`config.mk`:
```
export PLATFORM = sky130hd
export DESIGN_NAME = ysyx_25050147_ifu
export DESIGN_NICKNAME = d
export VERILOG_FILES = /design/src/rtl/ysyx_25050147_ifu.sv
export SDC_FILE = /design/constraint.sdc
export NUM_CORES = 1
export LEC_CHECK = 0
export BUFFER_PORTS_ARGS = -buffer_cell sky130_fd_sc_hd__buf_4
export CORE_MARGIN = 1.5
export CORE_UTILIZATION = 40
export CTS_BUF_LIST = sky130_fd_sc_hd__clkbuf_4 sky130_fd_sc_hd__clkbuf_8 sky130_fd_sc_hd__clkbuf_16
export CTS_CLUSTER_SIZE = 10
export DETAILED_ROUTE_END_ITERATION = 10
export PLACE_DENSITY = 0.67
export SLEW_MARGIN = 5
export SYNTH_ARGS = -nofsm -noshare
export SYNTH_HDL_FRONTEND = slang
export SYNTH_SLANG_ARGS = --single-unit
```
`constraint.sdc`:
```
create_clock -name clk -period 2.7 [get_ports clk]
set_clock_uncertainty 0.05 [all_clocks]
set_input_delay 0.675 -clock clk [delete_from_list [all_inputs] [get_ports clk]]
set_output_delay 0.675 -clock clk [all_outputs]
set_load 0.03 [all_outputs]
```
`src/rtl/ysyx_25050147_ifu.sv`:
```
// ysyx_25050147_ifu: instruction fetch unit that owns the architectural PC.
//
// It fetches one 32-bit instruction at a time over a valid/ready request
// channel and a single-beat response channel. It holds the instruction for
// the consumer and then advances the PC, either sequentially or to a redirect
// target. A fetch fault (a misaligned PC or a memory error) is turned into
// FAULT_INST, so the core halts through its normal ebreak path.
//
// Ports
//   clk, rst                  clock; synchronous active-high reset
//   imem_req_valid/ready/addr fetch request; addr always equals pc
//   imem_resp_valid/data/err  fetch response; only looked at in WAIT
//   inst_valid/ready          handshake with the decode/execute consumer
//   inst, inst_pc, inst_fault instruction being held and its PC
//   redirect_valid/pc         next-PC override, sampled only on consume
//   pc                        current fetch PC
//   fetch_count               instructions consumed since reset (wraps)
//
// state | meaning
// ------+-------------------------------------------------------------------
// REQ   | presenting pc to memory, or substituting a fault if pc misaligned
// WAIT  | request accepted, waiting (unbounded) for the response beat
// HOLD  | instruction valid for the consumer until inst_ready
module ysyx_25050147_ifu #(
    parameter logic [31:0] RESET_PC   = 32'h8000_0000,
    parameter logic [31:0] FAULT_INST = 32'h0010_0073
) (
    input  logic        clk,
    input  logic        rst,
    output logic        imem_req_valid,
    input  logic        imem_req_ready,
    output logic [31:0] imem_req_addr,
    input  logic        imem_resp_valid,
    input  logic [31:0] imem_resp_data,
    input  logic        imem_resp_err,
    output logic        inst_valid,
    input  logic        inst_ready,
    output logic [31:0] inst,
    output logic [31:0] inst_pc,
    output logic        inst_fault,
    input  logic        redirect_valid,
    input  logic [31:0] redirect_pc,
    output logic [31:0] pc,
    output logic [31:0] fetch_count
);

    typedef enum logic [1:0] {
        REQ  = 2'd0,
        WAIT = 2'd1,
        HOLD = 2'd2
    } state_t;

    state_t      state_q;
    state_t      state_d;
    logic [31:0] pc_d;
    logic [31:0] inst_d;
    logic [31:0] inst_pc_d;
    logic        inst_fault_d;
    logic [31:0] fetch_count_d;
    logic        pc_misaligned;

    assign pc_misaligned = |pc[1:0];

    // Both handshake outputs come only from registered state, so neither one
    // has a combinational path from inst_ready or imem_req_ready.
    assign imem_req_addr  = pc;
    assign imem_req_valid = (state_q == REQ) && !pc_misaligned;
    assign inst_valid     = (state_q == HOLD);

    always_comb begin
        state_d       = state_q;
        pc_d          = pc;
        inst_d        = inst;
        inst_pc_d     = inst_pc;
        inst_fault_d  = inst_fault;
        fetch_count_d = fetch_count;
        case (state_q)
            REQ: begin
                // A misaligned PC never reaches memory. The fault is
                // delivered straight away as if it were a fetched word.
                if (pc_misaligned) begin
                    inst_d       = FAULT_INST;
                    inst_fault_d = 1'b1;
                    inst_pc_d    = pc;
                    state_d      = HOLD;
                end else if (imem_req_ready) begin
                    state_d = WAIT;
                end
            end
            WAIT: begin
                if (imem_resp_valid) begin
                    inst_d       = imem_resp_err ? FAULT_INST : imem_resp_data;
                    inst_fault_d = imem_resp_err;
                    inst_pc_d    = pc;
                    state_d      = HOLD;
                end
            end
            HOLD: begin
                if (inst_ready) begin
                    pc_d          = redirect_valid ? redirect_pc : pc + 32'd4;
                    fetch_count_d = fetch_count + 32'd1;
                    state_d       = REQ;
                end
            end
            default: state_d = REQ;
        endcase
    end

    always_ff @(posedge clk) begin
        if (rst) begin
            state_q     <= REQ;
            pc          <= RESET_PC;
            inst        <= 32'd0;
            inst_pc     <= RESET_PC;
            inst_fault  <= 1'b0;
            fetch_count <= 32'd0;
        end else begin
            state_q     <= state_d;
            pc          <= pc_d;
            inst        <= inst_d;
            inst_pc     <= inst_pc_d;
            inst_fault  <= inst_fault_d;
            fetch_count <= fetch_count_d;
        end
    end

endmodule

```
## Word-level counts from Yosys, hierarchy flattened

Index checks and enable logic that the tools add are counted.

| storage, ports and cells | value |
|---|---|
| bits in latches | 0 |
| word-level logic and storage cells | 38 |
| flip-flop bits (word level) | 131 |
| memories | 0 |
| memory bits (read-only) | 0 |
| bits in writable memories | 0 |

| cells by class | value |
|---|---|
| bitwise gates (word level) | 0 |
| div/mod/pow operators | 0 |
| add/sub/neg operators | 2 |
| magnitude comparators | 0 |
| shift-type cells | 0 |
| multiply operators | 0 |
| equal/unequal tests | 6 |
| reductions and logical operators | 8 |
| muxes and demuxes | 16 |

Operator list:

| kind | number |
|---|---|
| $mux W32 | 6 |
| $pmux W32 S2 | 2 |
| $add A32 B1 Y32 const B | 1 |
| $add A32 B3 Y32 const B | 1 |
| $mux W2 | 4 |
| $pmux W2 S3 | 1 |
| $reduce_and A3 Y1 | 2 |
| $ne A2 B2 Y1 const B | 2 |
| $ne A3 B3 Y1 const B | 1 |
| $eq A2 B1 Y1 const B | 1 |
| $eq A2 B2 Y1 const B | 1 |
| $logic_not A2 Y1 | 1 |
| $mux W1 | 2 |
| $ne A2 B1 Y1 const B | 1 |
| $pmux W1 S2 | 1 |
| $reduce_and A2 Y1 | 1 |
| $reduce_bool A2 Y1 | 1 |
| $reduce_or A2 Y1 | 1 |
| $logic_and A1 B1 Y1 | 1 |
| $logic_not A1 Y1 | 1 |

## Depth between registers and ports, before layout

| depth | value |
|---|---|
| depth in word-level cells | 3 |
| mapped depth | 8 |
| mapped depth without buffers | 6 |

## Worst setup path before layout

No wires, ideal clock.

| timing path | value |
|---|---|
| kind | reg-to-reg |
| start point | register pc[2], in the netlist imem_req_addr[2] |
| end point | register pc[24], in the netlist imem_req_addr[24] |
| cell stages (with the launch flop) | 7 |
| buffers on the path | 0 |
| slack | 0.398 ns |
| arrival time | 2.132 ns |
| clock period less this slack | 2.302 ns |
| cell sequence | dfxtp_1 -> ha_1 -> nand3_1 -> or4_1 -> nor3_1 -> o21ai_0 -> o2bb2ai_1 |

| on the way | value |
|---|---|
| longest elaborated chain between the ends | 2 |

Ends and longest elaborated chain:

| what | RTL line | source |
|---|---|---|
| start, declared | 43 | `output logic [31:0] pc,` |
| start signal, assigned | 119 | `pc <= pc_d;` |
| $add A32 B3 Y32 | 100 | `pc_d = redirect_valid ? redirect_pc : pc + 32'd4;` |
| $mux W32 | 100 |  |

No other way between the ends.
A chain may end at the register's enable or synchronous reset.

## Worst setup path after layout

| timing path | value |
|---|---|
| start point | register state_q[1] |
| end point | output imem_req_valid |

| on the way | value |
|---|---|
| longest elaborated chain between the ends | 2 |

Ends and longest elaborated chain:

| what | RTL line | source |
|---|---|---|
| start, declared | 53 | `state_t state_q;` |
| start signal, assigned | 118 | `state_q <= state_d;` |
| $logic_not A2 Y1 | 67 | `assign imem_req_valid = (state_q == REQ) && !pc_misaligned;` |
| $logic_and A1 B1 Y1 | 67 |  |
| end, declared | 30 | `output logic imem_req_valid,` |

No other way between the ends.

==> results.json <==
{
  "fin_tns_setup_ns": 0,
  "synth.area.top_cells": "dfxtp_1 43%, nand2_1 6.1%, nor2_1 5.9%",
  "die_h_um": 126,
  "end_kind": "primary output",
  "gr-total-overflow": 0,
  "maxCapViolCount": 0,
  "cts_inserted_buffers": 17,
  "syn_area_um2": 6080,
  "cts_tree": "built",
  "hp-class": "register to register",
  "num-fill-cells": 1394,
  "cts_resized": 0,
  "nets": 1004,
  "seq_area_um2": 2620,
  "p_per_area_nw_per_um2": 631,
  "yosys_warnings": 0,
  "dp_hpwl_um": 12100,
  "drc_errors": 0,
  "ir_drop_v": 0.000519,
  "post_cts_buffers": 0,
  "reg2reg_from": "state_q[1]$_SDFFE_PP0P_",
  "syn_area_per_cell_um2": 8.22,
  "synthFlopType": "dfxtp_1",
  "viasPerCell": 5.36,
  "min_period_ns": 2.50,
  "finalSetupViolCount": 0,
  "area_growth_syn_to_layout_pct": 38.8,
  "fmax_ghz": 0.399,
  "finalMaxSlewViolations": 0,
  "drtPass1Iterations": 6,
  "start_kind": "register",
  "finalHoldViolCount": 0,
  "dpl_cell_area_um2": 7810,
  "power.leakage_nw": 3.43,
  "grt_max_degree": 105,
  "syn_nets": 812,
  "yosysSeqAreaShare": 0.432,
  "grt_pass1_wl_um": 29200,
  "final_antenna_net_count": 0,
  "synth_cells": 739,
  "place.gp.congestion": 0.796,
  "drive_above_1_share": 0.336,
  "reg2reg_depth": 5,
  "portBuffers": 233,
  "netlist.area_leader.share": 0.432,
  "die-width_um": 126,
  "netlist_top_cells_count": "131 x dfxtp_1, 98 x nand2_1, 96 x nor2_1",
  "finalPower_w": 0.00532,
  "clkTransAtPathRegs_ns": 0.06,
  "path_max_fanout": 10,
  "cts_hold_buffers": 0,
  "drt-initial-drc-count": 358,
  "worstMarginPinSlew_ns": 0.770,
  "n_antenna_cell": 0,
  "cp.arrival_ns": 1.78,
  "synth_edf_count": 0,
  "htreeDepth": 4,
  "slew-limit-headroom": 0.485,
  "worstSetupEndpoint": "imem_req_valid",
  "post_synth_num_cell_types": 60,
  "rsz0062_at_grt": "false",
  "multi_input_area_um2": 2950,
  "dieArea_um2": 15900,
  "grt_pass1_vias": 5557,
  "track_usage": 0.229,
  "antenna_found_initial": 0,
  "startpoint": "state_q[1]$_SDFFE_PP0P_",
  "cts_sinks": 131,
  "clock_latency_ns": 0.42,
  "post-synth-top-count-cell": "dfxtp_1",
  "status": "finished, final reports clean",
  "rrSetupSlack_ns": 0.47,
  "wl_per_cell_um": 15.9,
  "coreArea_um2": 14700,
  "path_class": "register to primary output",
  "cts-root-buf": "clkbuf_16",
  "clk_path_buf_depth": 2,
  "fin_area_um2": 8430,
  "start_util": 0.413,
  "r2r-end": "inst[9]$_SDFFE_PP0P_",
  "fin_crit_sh": 0.927,
  "ioPinCount": 234,
  "synth-seq-cells": 131,
  "placementRows": 44,
  "via_count": 6042,
  "finalWirelength_um": 18000,
  "crit_required_ns": 1.98,
  "yosys.area.top_type": "dfxtp_1",
  "async_flop_share": 0
}
==> how the worst min path moves through the flow <==
stage	start	end	slack (ns)	cells after the start
final	inst_pc[19]$_SDFFE_PP0P_	inst_pc[19]$_SDFFE_PP0P_	0.40	2
after global routing	inst_pc[26]$_SDFFE_PP0P_	inst_pc[26]$_SDFFE_PP0P_	0.42	2
after CTS	inst_pc[19]$_SDFFE_PP0P_	inst_pc[19]$_SDFFE_PP0P_	0.41	2
after detailed placement	inst_pc[6]$_SDFFE_PP0P_	inst_pc[6]$_SDFFE_PP0P_	0.40	2
after global placement	inst_pc[8]$_SDFFE_PP0P_	inst_pc[8]$_SDFFE_PP0P_	0.39	2
after floorplan	state_q[1]$_SDFFE_PP0P_	state_q[0]$_SDFFE_PP0P_	0.50	2
==> layout make-up <==
type                    instances  share of cell area
clock buffers                  23              0.0587
clock inverters                 9              0.0150
inverters                       8             0.00356
multi-input cells             513               0.350
flip-flops and latches        131               0.311
well taps                     184              0.0273
repair buffers                260               0.234
==> routing by layer <==
layer,track usage,routed length [um]
met2,0.361,8360
met1,0.308,8120
met4,0.0798,300
met5,0,0
met3,0.0544,1200
==> report_power, final <==
group          switching, W  total [W]  leakage [nW]  internal [W]
sequential        0.0000667    0.00207          1.06       0.00200
clock              0.000846    0.00241         0.310       0.00157
combinational      0.000531   0.000842          2.06      0.000310
total               0.00144    0.00532          3.43       0.00388
==> state kept, by name (all words and copies together), names as in the netlist <==
register and count:
inst_pc 32, fetch_count 32, inst_fault 1, inst 32
state_q 2, imem_req_addr 32
==> stage by stage <==
stage	std cells	worst slack (ns)	hold slack (ns)	utilization
after floorplan	739	0.398	0.497	-
after global placement	1096	0.469	0.393	0.531
after detailed placement	1096	0.425	0.398	0.531
after CTS	1128	0.174	0.406	0.574
after global routing	1128	0.0644	0.418	0.574
final	1128	0.196	0.404	0.574
==> placed cells by master, fill, tap and decap left out, types with 5 or more instances in the layout <==
cell type,n
a21oi_1,56
a22oi_1,38
a31oi_1,10
and3_1,5
buf_4,258
clkbuf_16,17
dfxtp_1,131
inv_1,8
nand2_1,98
nand3_1,28
nand4_1,14
nor2_1,96
nor3_1,24
nor4_1,11
o21ai_0,16
o221a_2,6
or3_1,7
xnor2_1,24
==> critical path: stages, from the launching register on <==
cell and delay [ns]:
dfxtp_1 0.46, nor4_2 0.63, buf_4 0.28
==> logic make-up (layout without fill, tap and decap cells) <==
kind of cell	count (synthesis)	after routing	synth area share
buffers and inverters	95	300	0.0861
multiplexers	4	4	0.00680
AO/OA/AOI/OAI	157	157	0.168
flip-flops	131	131	0.432
AND/OR/NAND/NOR	322	322	0.263
XOR/XNOR	28	28	0.0404
adder cells (fa/ha/maj)	2	2	0.00412
Power figures use the tool's default switching activity.
